--- config.mk ---
export PLATFORM = sky130hd
export DESIGN_NAME = multi_queue
export DESIGN_NICKNAME = d
export VERILOG_FILES = /design/src/rtl/multi_queue.sv
export SDC_FILE = /design/constraint.sdc
export NUM_CORES = 1
export LEC_CHECK = 0
export CAP_MARGIN = 15
export CORE_MARGIN = 10
export CORE_UTILIZATION = 62
export DETAILED_ROUTE_END_ITERATION = 16
export PLACE_DENSITY = 0.86
export SLEW_MARGIN = 20
export SYNTH_ARGS = -nofsm -noshare
export SYNTH_HDL_FRONTEND = slang
export SYNTH_SLANG_ARGS = --single-unit
--- constraint.sdc ---
create_clock -name clk -period 3.8 [get_ports clk]
set_clock_uncertainty 0.05 [all_clocks]
set_input_delay 0.76 -clock clk [delete_from_list [all_inputs] [get_ports clk]]
set_output_delay 0.76 -clock clk [all_outputs]
set_load 0.005 [all_outputs]
--- src/rtl/multi_queue.sv ---
// Multi-channel queue: NUM_CH independent FIFOs sharing one RAM.
// Each command runs IDLE -> EXEC -> DONE, so done rises two cycles after the strobe.
module multi_queue #(
    parameter int DATA_WIDTH = 6,
    parameter int ADDR_WIDTH = 4,
    parameter int NUM_CH     = 4,
    localparam int CH_W      = $clog2(NUM_CH),
    localparam int DEPTH     = 2 ** ADDR_WIDTH
) (
    input  logic                       clk,
    input  logic                       rst_n,
    input  logic                       active,
    input  logic [1:0]                 cmd,
    input  logic [CH_W-1:0]            ch_sel,
    input  logic [DATA_WIDTH-1:0]      data_in,
    output logic                       busy,
    output logic                       done,
    output logic                       signal_underflow,
    output logic                       signal_overflow,
    output logic [CH_W+ADDR_WIDTH-1:0] addr_out,
    output logic [DATA_WIDTH-1:0]      data_out,
    output logic [ADDR_WIDTH:0]        count_out,
    output logic [NUM_CH-1:0]          empty_flags,
    output logic [NUM_CH-1:0]          full_flags
);

    localparam logic [ADDR_WIDTH:0] DepthCnt = (ADDR_WIDTH + 1)'(DEPTH);

    typedef enum logic [1:0] {StIdle, StExec, StDone} state_e;
    typedef enum logic [1:0] {CmdAdd = 2'b00, CmdRemove = 2'b01, CmdPeek = 2'b10,
                              CmdClear = 2'b11} cmd_e;

    state_e state_q, state_d;
    cmd_e   cmd_q;
    logic [CH_W-1:0]       ch_q;
    logic [DATA_WIDTH-1:0] data_q;
    logic                  ovf_q, unf_q;

    logic [NUM_CH-1:0][ADDR_WIDTH-1:0] head_q, tail_q;
    logic [NUM_CH-1:0][ADDR_WIDTH:0]   count_q;

    // Shared storage; channel c owns the block {c, pointer}.
    logic [DATA_WIDTH-1:0] mem [NUM_CH*DEPTH];

    logic [ADDR_WIDTH-1:0] cur_head, cur_tail, head_nx, tail_nx;
    logic [ADDR_WIDTH:0]   cur_count, count_nx;
    logic                  do_write, do_read, ovf_d, unf_d;

    // State register.
    always_ff @(posedge clk or negedge rst_n) begin
        if (!rst_n) state_q <= StIdle;
        else        state_q <= state_d;
    end

    // Next state; active is only looked at in IDLE so strobes during a command are dropped.
    always_comb begin
        state_d = state_q;
        unique case (state_q)
            StIdle:  if (active) state_d = StExec;
            StExec:  state_d = StDone;
            StDone:  state_d = StIdle;
            default: state_d = StIdle;
        endcase
    end

    // Capture the command on the IDLE->EXEC edge.
    always_ff @(posedge clk or negedge rst_n) begin
        if (!rst_n) begin
            cmd_q  <= CmdAdd;
            ch_q   <= '0;
            data_q <= '0;
        end else if (state_q == StIdle && active) begin
            cmd_q  <= cmd_e'(cmd);
            ch_q   <= ch_sel;
            data_q <= data_in;
        end
    end

    // Decode the latched command against the selected channel's pointers.
    always_comb begin
        cur_head  = head_q[ch_q];
        cur_tail  = tail_q[ch_q];
        cur_count = count_q[ch_q];
        head_nx   = cur_head;
        tail_nx   = cur_tail;
        count_nx  = cur_count;
        do_write  = 1'b0;
        do_read   = 1'b0;
        ovf_d     = 1'b0;
        unf_d     = 1'b0;
        unique case (cmd_q)
            CmdAdd: begin
                if (cur_count == DepthCnt) begin
                    ovf_d = 1'b1;
                end else begin
                    do_write = 1'b1;
                    tail_nx  = cur_tail + ADDR_WIDTH'(1);
                    count_nx = cur_count + (ADDR_WIDTH + 1)'(1);
                end
            end
            CmdRemove: begin
                if (cur_count == '0) begin
                    unf_d = 1'b1;
                end else begin
                    do_read  = 1'b1;
                    head_nx  = cur_head + ADDR_WIDTH'(1);
                    count_nx = cur_count - (ADDR_WIDTH + 1)'(1);
                end
            end
            CmdPeek: begin
                if (cur_count == '0) unf_d = 1'b1;
                else                 do_read = 1'b1;
            end
            CmdClear: begin
                head_nx  = '0;
                tail_nx  = '0;
                count_nx = '0;
            end
            default: ;
        endcase
    end

    // Commit pointer/count updates and result registers at the end of EXEC.
    always_ff @(posedge clk or negedge rst_n) begin
        if (!rst_n) begin
            head_q    <= '0;
            tail_q    <= '0;
            count_q   <= '0;
            ovf_q     <= 1'b0;
            unf_q     <= 1'b0;
            addr_out  <= '0;
            data_out  <= '0;
            count_out <= '0;
        end else if (state_q == StExec) begin
            head_q[ch_q]  <= head_nx;
            tail_q[ch_q]  <= tail_nx;
            count_q[ch_q] <= count_nx;
            ovf_q         <= ovf_d;
            unf_q         <= unf_d;
            count_out     <= count_nx;
            if (do_write) addr_out <= {ch_q, cur_tail};
            if (do_read) begin
                addr_out <= {ch_q, cur_head};
                data_out <= mem[{ch_q, cur_head}];
            end
        end
    end

    // RAM write port; contents are deliberately not reset.
    always_ff @(posedge clk) begin
        if (state_q == StExec && do_write) mem[{ch_q, cur_tail}] <= data_q;
    end

    // Live per-channel status from the registered counts.
    always_comb begin
        empty_flags = '0;
        full_flags  = '0;
        for (int i = 0; i < NUM_CH; i++) begin
            empty_flags[i] = (count_q[i] == '0);
            full_flags[i]  = (count_q[i] == DepthCnt);
        end
    end

    assign busy             = (state_q != StIdle);
    assign done             = (state_q == StDone);
    assign signal_overflow  = (state_q == StDone) && ovf_q;
    assign signal_underflow = (state_q == StDone) && unf_q;

endmodule

# == Word-level counts from Yosys, hierarchy flattened ==
# Memory sizes are Yosys's and may differ from the RTL's. A register that Yosys moved wholly into a read port is not among the register bits.
# Index checks and enable logic that the tools add are counted.
# totals
reg_bits,77
in_bits,13
out_inout_bits,29
ramBits,384
wordCells,90
mem_count,1
# classes
magnitude_cmp,2
addsub,4
mux,34
reduce_logical,18
n_eq_ne,11
# memory_table
memory,depth,word_bits,rd,rd_ports_with_merged_regs,wr,line,rtl
mem,64,6,1,1,1,43,logic [DATA_WIDTH-1:0] mem [NUM_CH*DEPTH];
# ops
operator,count
$bwmux 16,2
$eq 5x5->1 const B,5
$logic_not 5->1,5
$bwmux 20,1
$mux 4,5
$mux 5,4
$bmux 4 s2,2
$pmux 4 s2,2
$pmux 5 s3,1
$mux 6,2
$bmux 5 s2,1
$demux 5 s2,1
$mux 1,10
$add 4x1->4 const B,2
$demux 4 s2,1
$eq 2x2->1 const B,3
$add 5x1->5 const B,1
$logic_and 1x1->1,5
$sub 5x1->5 const B,1
$eq 2x1->1 const B,2
$logic_not 2->1,2
$pmux 2 s2,1
$reduce_and 2->1,2
$reduce_bool 2->1,2
6 further kinds,6

# == Longest topological paths before layout ==
# logic_depth
depth_word,8
depth_mapped,14

# == Least setup slack after synthesis ==
# No wires, ideal clock.
# synth_timing
path_kind,register to register
from,register ch_q[0]
to,memory mem[23][0] (enable)
stages_incl_launch_ff,13
arrival_ps,2828
slack_ps,649
path_buffers,3
period_less_slack_ps,3151
required_time_ps,3477
cell_sequence,dfrtp_1 -> buf_6 -> buf_2 -> mux4_2 -> clkbuf_1 -> inv_1 -> ha_1 -> inv_1 -> nor4b_2 -> nor2b_1 -> and3_1 -> nand2_1 -> nor2_1
# synth_via
elab_chain_cells,8
elab_cells_between_ends,10
# synth_lines
item,line,rtl
"start, declared",35,logic [CH_W-1:0] ch_q;
"start signal, assigned",74,ch_q <= ch_sel;
$bmux 5 s2,83,cur_count = count_q[ch_q];
$mux 5 (not written as such),83,
$eq 5x5->1,93,if (cur_count == DepthCnt) begin
$mux 1,93,
$mux 1,91,unique case (cmd_q)
$logic_and 1x1->1,151,"if (state_q == StExec && do_write) mem[{ch_q, cur_tail}] <= data_q;"
$mux 1,151,
$mux 1 (not written as such),151,
"end, declared",43,
# Parallel ways exist; a longest one is shown, timed or not. The select of a mux whose other input is x is not followed.

# == Worst setup path after layout ==
# layout_timing
from,register ch_q[0]
to,memory mem[14][1] (enable)
# The elaborated chain is that of the path after synthesis.

==> summary.md <==
| Metric | Value |
|---|---|
| Status | completed |
| Antenna violations before repair | 0 |
| Leading cell type in the layout, fill and taps excluded | edfxtp_1 |
| Via density | 6.642 |
| Number of global-route vias before repair | 12090 |
| Dpl hpwl | 29.24 mm |
| Worst R2R Path Depth | 10 |
| EDFF count, synth | 384 |
| Hold Fails Final Rpt | 0 |
| Worst min path class | in -> async |
| Ys flop type | edfxtp_1 |
| Hold buffers post-CTS | 0 |
| Fmax | 276.0 MHz |
| P&R area growth vs syn | 11.26% |
| H-tree Lvls | 2 |
| Worst EP required | 3.95 ns |
| Drt drc | 0 |
| Post-Syn Nets | 1382 |
| Die ar. | 38970 sq um |
| DRT Wirelength | 47.37 mm |
| Filler cells | 1849 |
| Final Cell Area | 21710 sq um |
| Clk_lat worst skew | 0.56 ns |
| 1st-pass router iterations | 6 |
| Critical path capture point type | flop |
| Iter 0 DRT Violations | 1817 |
| Share of layout cells above drive strength 1 | 0.1097 |
| CP Max Fanout | 8 |
| Most frequent cells in the layout | edfxtp_1, mux2i_1, nand2_1 |
| TritonCTS buffer count | 45 |
| CTS Buffer Depth | 3 |
| Worst-margin pin slew | 1.137 ns |
| Core footprint | 30830 sq um |
| Critical path class | reg -> reg |
| Mean Syn Cell Area | 14.34 sq um |
| Die height | 197.4 um |
| Worst path cell trace | mux4_2, inv_1, ha_1, inv_1, nor3_2, nand2_1, nand2_1, nor3_1, nand2_1, nor2_1 |
| Power Dens Cells | 833.1 nW/um^2 |
| Final Cycle Share | 0.9533 |
| CP Data Arrival Time | 3.77 ns |
| Sequential-to-total area share from yosys stat | 0.6973 |
| GR Overflow Total | 0 |
| Worst path max stage delay | 0.59 ns |
| Std-Cell Rows | 64 |
| Max-slew headroom | 0.2423 |
| Worst R2R Setup Slack | 0.18 ns |
| Ports | 42 |
| Setup TNS | 0 ns |
| Cell with the most instances on the worst path | nand2_1 |
| Pins Over Slew Limit | 0 |
| Post-placement cell area | 20340 sq um |
| Slowest CP cell | nor2_1 |
| Final setup viols | 0 |
| Gr usage total | 0.2443 |
| N_diodes | 0 |
| WL/cell | 25.80 um |
| Capturing point of the worst reg2reg path | mem[14][1]$_DFFE_PP_ |
| Final Wtd Congestion | 0.9112 |
| Largest net degree at the start of global routing | 84 |
| Leakage | 7.650 nW |
| RSZ-0062 raised after global routing | no |
| Routed Antenna Nets | 0 |
| Initial core utilization | 0.6330 |
| #FFs+latches synth | 467 |
| Max-Cap Viols | 0 |
| Synth Instances | 1361 |
| Clock transition at path regs | 0.06 ns |
| Post-Syn Area | 19510 sq um |
| IO Port Bufs | 41 |
| Via Count | 12200 |
| Tmin final | 3.623 ns |
| Die width | 197.4 um |
| Synth async-reset ratio | 0.1777 |
| Syn. warnings | 0 |
| Crit Reg-Reg Startpoint | ch_q[0]$_DFFE_PN0P_ |
| First-pass GRT wire length | 72.86 mm |
| CP Launch Type | flop |
| Root Driver | clkbuf_16 |
| Fin nets | 1426 |
| Clock Sinks | 467 |
| CTS tree | yes |
| Synth cell types | 53 |
| Worst VDD drop | 0.6667 mV |
critical path: cells and delay by family (launching register included):
kind	cells	cell delay, ns
buffers and inverters	2	0.20
muxes	1	0.44
and+or+nand+nor	6	1.84
DFF	1	0.50
adders and majority gates	1	0.22
how the worst max path moves through the flow:
stage,from,to,cells after the start,slack [ns]
after floorplan,ch_q[0]$_DFFE_PN0P_,mem[23][0]$_DFFE_PP_,12,0.65
after global placement,ch_q[0]$_DFFE_PN0P_,mem[62][0]$_DFFE_PP_,10,0.33
after detailed placement,ch_q[0]$_DFFE_PN0P_,mem[60][0]$_DFFE_PP_,10,0.14
after CTS,ch_q[0]$_DFFE_PN0P_,mem[60][2]$_DFFE_PP_,10,0.14
after global routing,ch_q[0]$_DFFE_PN0P_,mem[14][3]$_DFFE_PP_,10,0.005
final,ch_q[0]$_DFFE_PN0P_,mem[14][1]$_DFFE_PP_,10,0.18
layout make-up:
type | instances | area, sq um | share of cell area
sequential | 467 | 13620 | 0.6272
multi-input combinational | 800 | 5430 | 0.2501
clock buffer | 65 | 1255 | 0.05780
timing repair buffer | 78 | 752.0 | 0.03463
tap | 396 | 495.5 | 0.02282
clock inverter | 17 | 108.9 | 0.005014
inverter | 13 | 53.80 | 0.002478
state kept, by name, indices dropped and copies added, names as in the netlist, 2 cells and up:
name and cells:
mem 384, count_q 20, head_q 16, state_q 2
cmd_q 2, data_q 6, tail_q 16, ch_q 2
addr_out 6, data_out 6, count_out 5
cell families (layout without fill, tap and decap cells):
logic type	Yosys count	in the layout	share of synthesized area
AOI/OAI and AO/OA	196	196	0.06315
xor gates and xnor gates	3	3	0.001347
adders and majority gates	8	8	0.005129
buffers and inverters	94	173	0.02494
muxes	225	225	0.1287
DFF	467	467	0.6973
and+or+nand+nor	368	368	0.07944
through the flow:
step	hold WS (ns)	setup WS, ns	std cells	utilization	total power, mW
after floorplan	0.3804	0.6491	1361	-	11.52
after global placement	0.4046	0.3334	1754	0.6596	13.53
after detailed placement	0.4042	0.1399	1754	0.6596	13.75
after CTS	0.3755	0.1361	1836	0.7039	17.94
after global routing	0.2451	0.004872	1836	0.7043	18.77
final	0.2076	0.1774	1836	0.7043	18.09
cells in the mapped netlist, types with 16 or more instances:
library cell,n,area [sq um]
edfxtp_1,384,11530
o21ai_1,23,115.1
nor2_1,124,465.5
mux2i_1,189,1892
a31oi_1,32,200.2
o221ai_1,34,297.8
dfrtp_1,83,2077
clkbuf_1,36,135.1
nand2_1,172,645.6
o21ai_0,17,85.08
a21oi_1,67,335.3
mux4_2,19,427.9
buf_2,20,100.1
nor3_1,16,80.08
repair_timing:
item                                    4_1_cts  5_1_grt
gates resized for setup                       0        4
setup buffers                                 0        0
endpoints found under the setup margin        0       92
power by group:
part           internal [mW]  total (mW)  switching (mW)
clock                   2.31        4.17            1.87
combinational           2.67        7.10            4.44
sequential              6.26        6.81           0.547
total                   11.2        18.1            6.85
routing by layer:
layer | GRT usage | share of wire | up-vias | wire length (um)
met1 | 0.3241 | 0.37 | 5951 | 17520
met3 | 0.04446 | 0.11 | 195 | 5217
met4 | 0.1162 | 0.048 | 0 | 2255
met2 | 0.3865 | 0.47 | 838 | 22380
met5 | 0 | 0 | - | 0
li1 | - | - | 5211 | -
(Power assumes the default switching activity.)
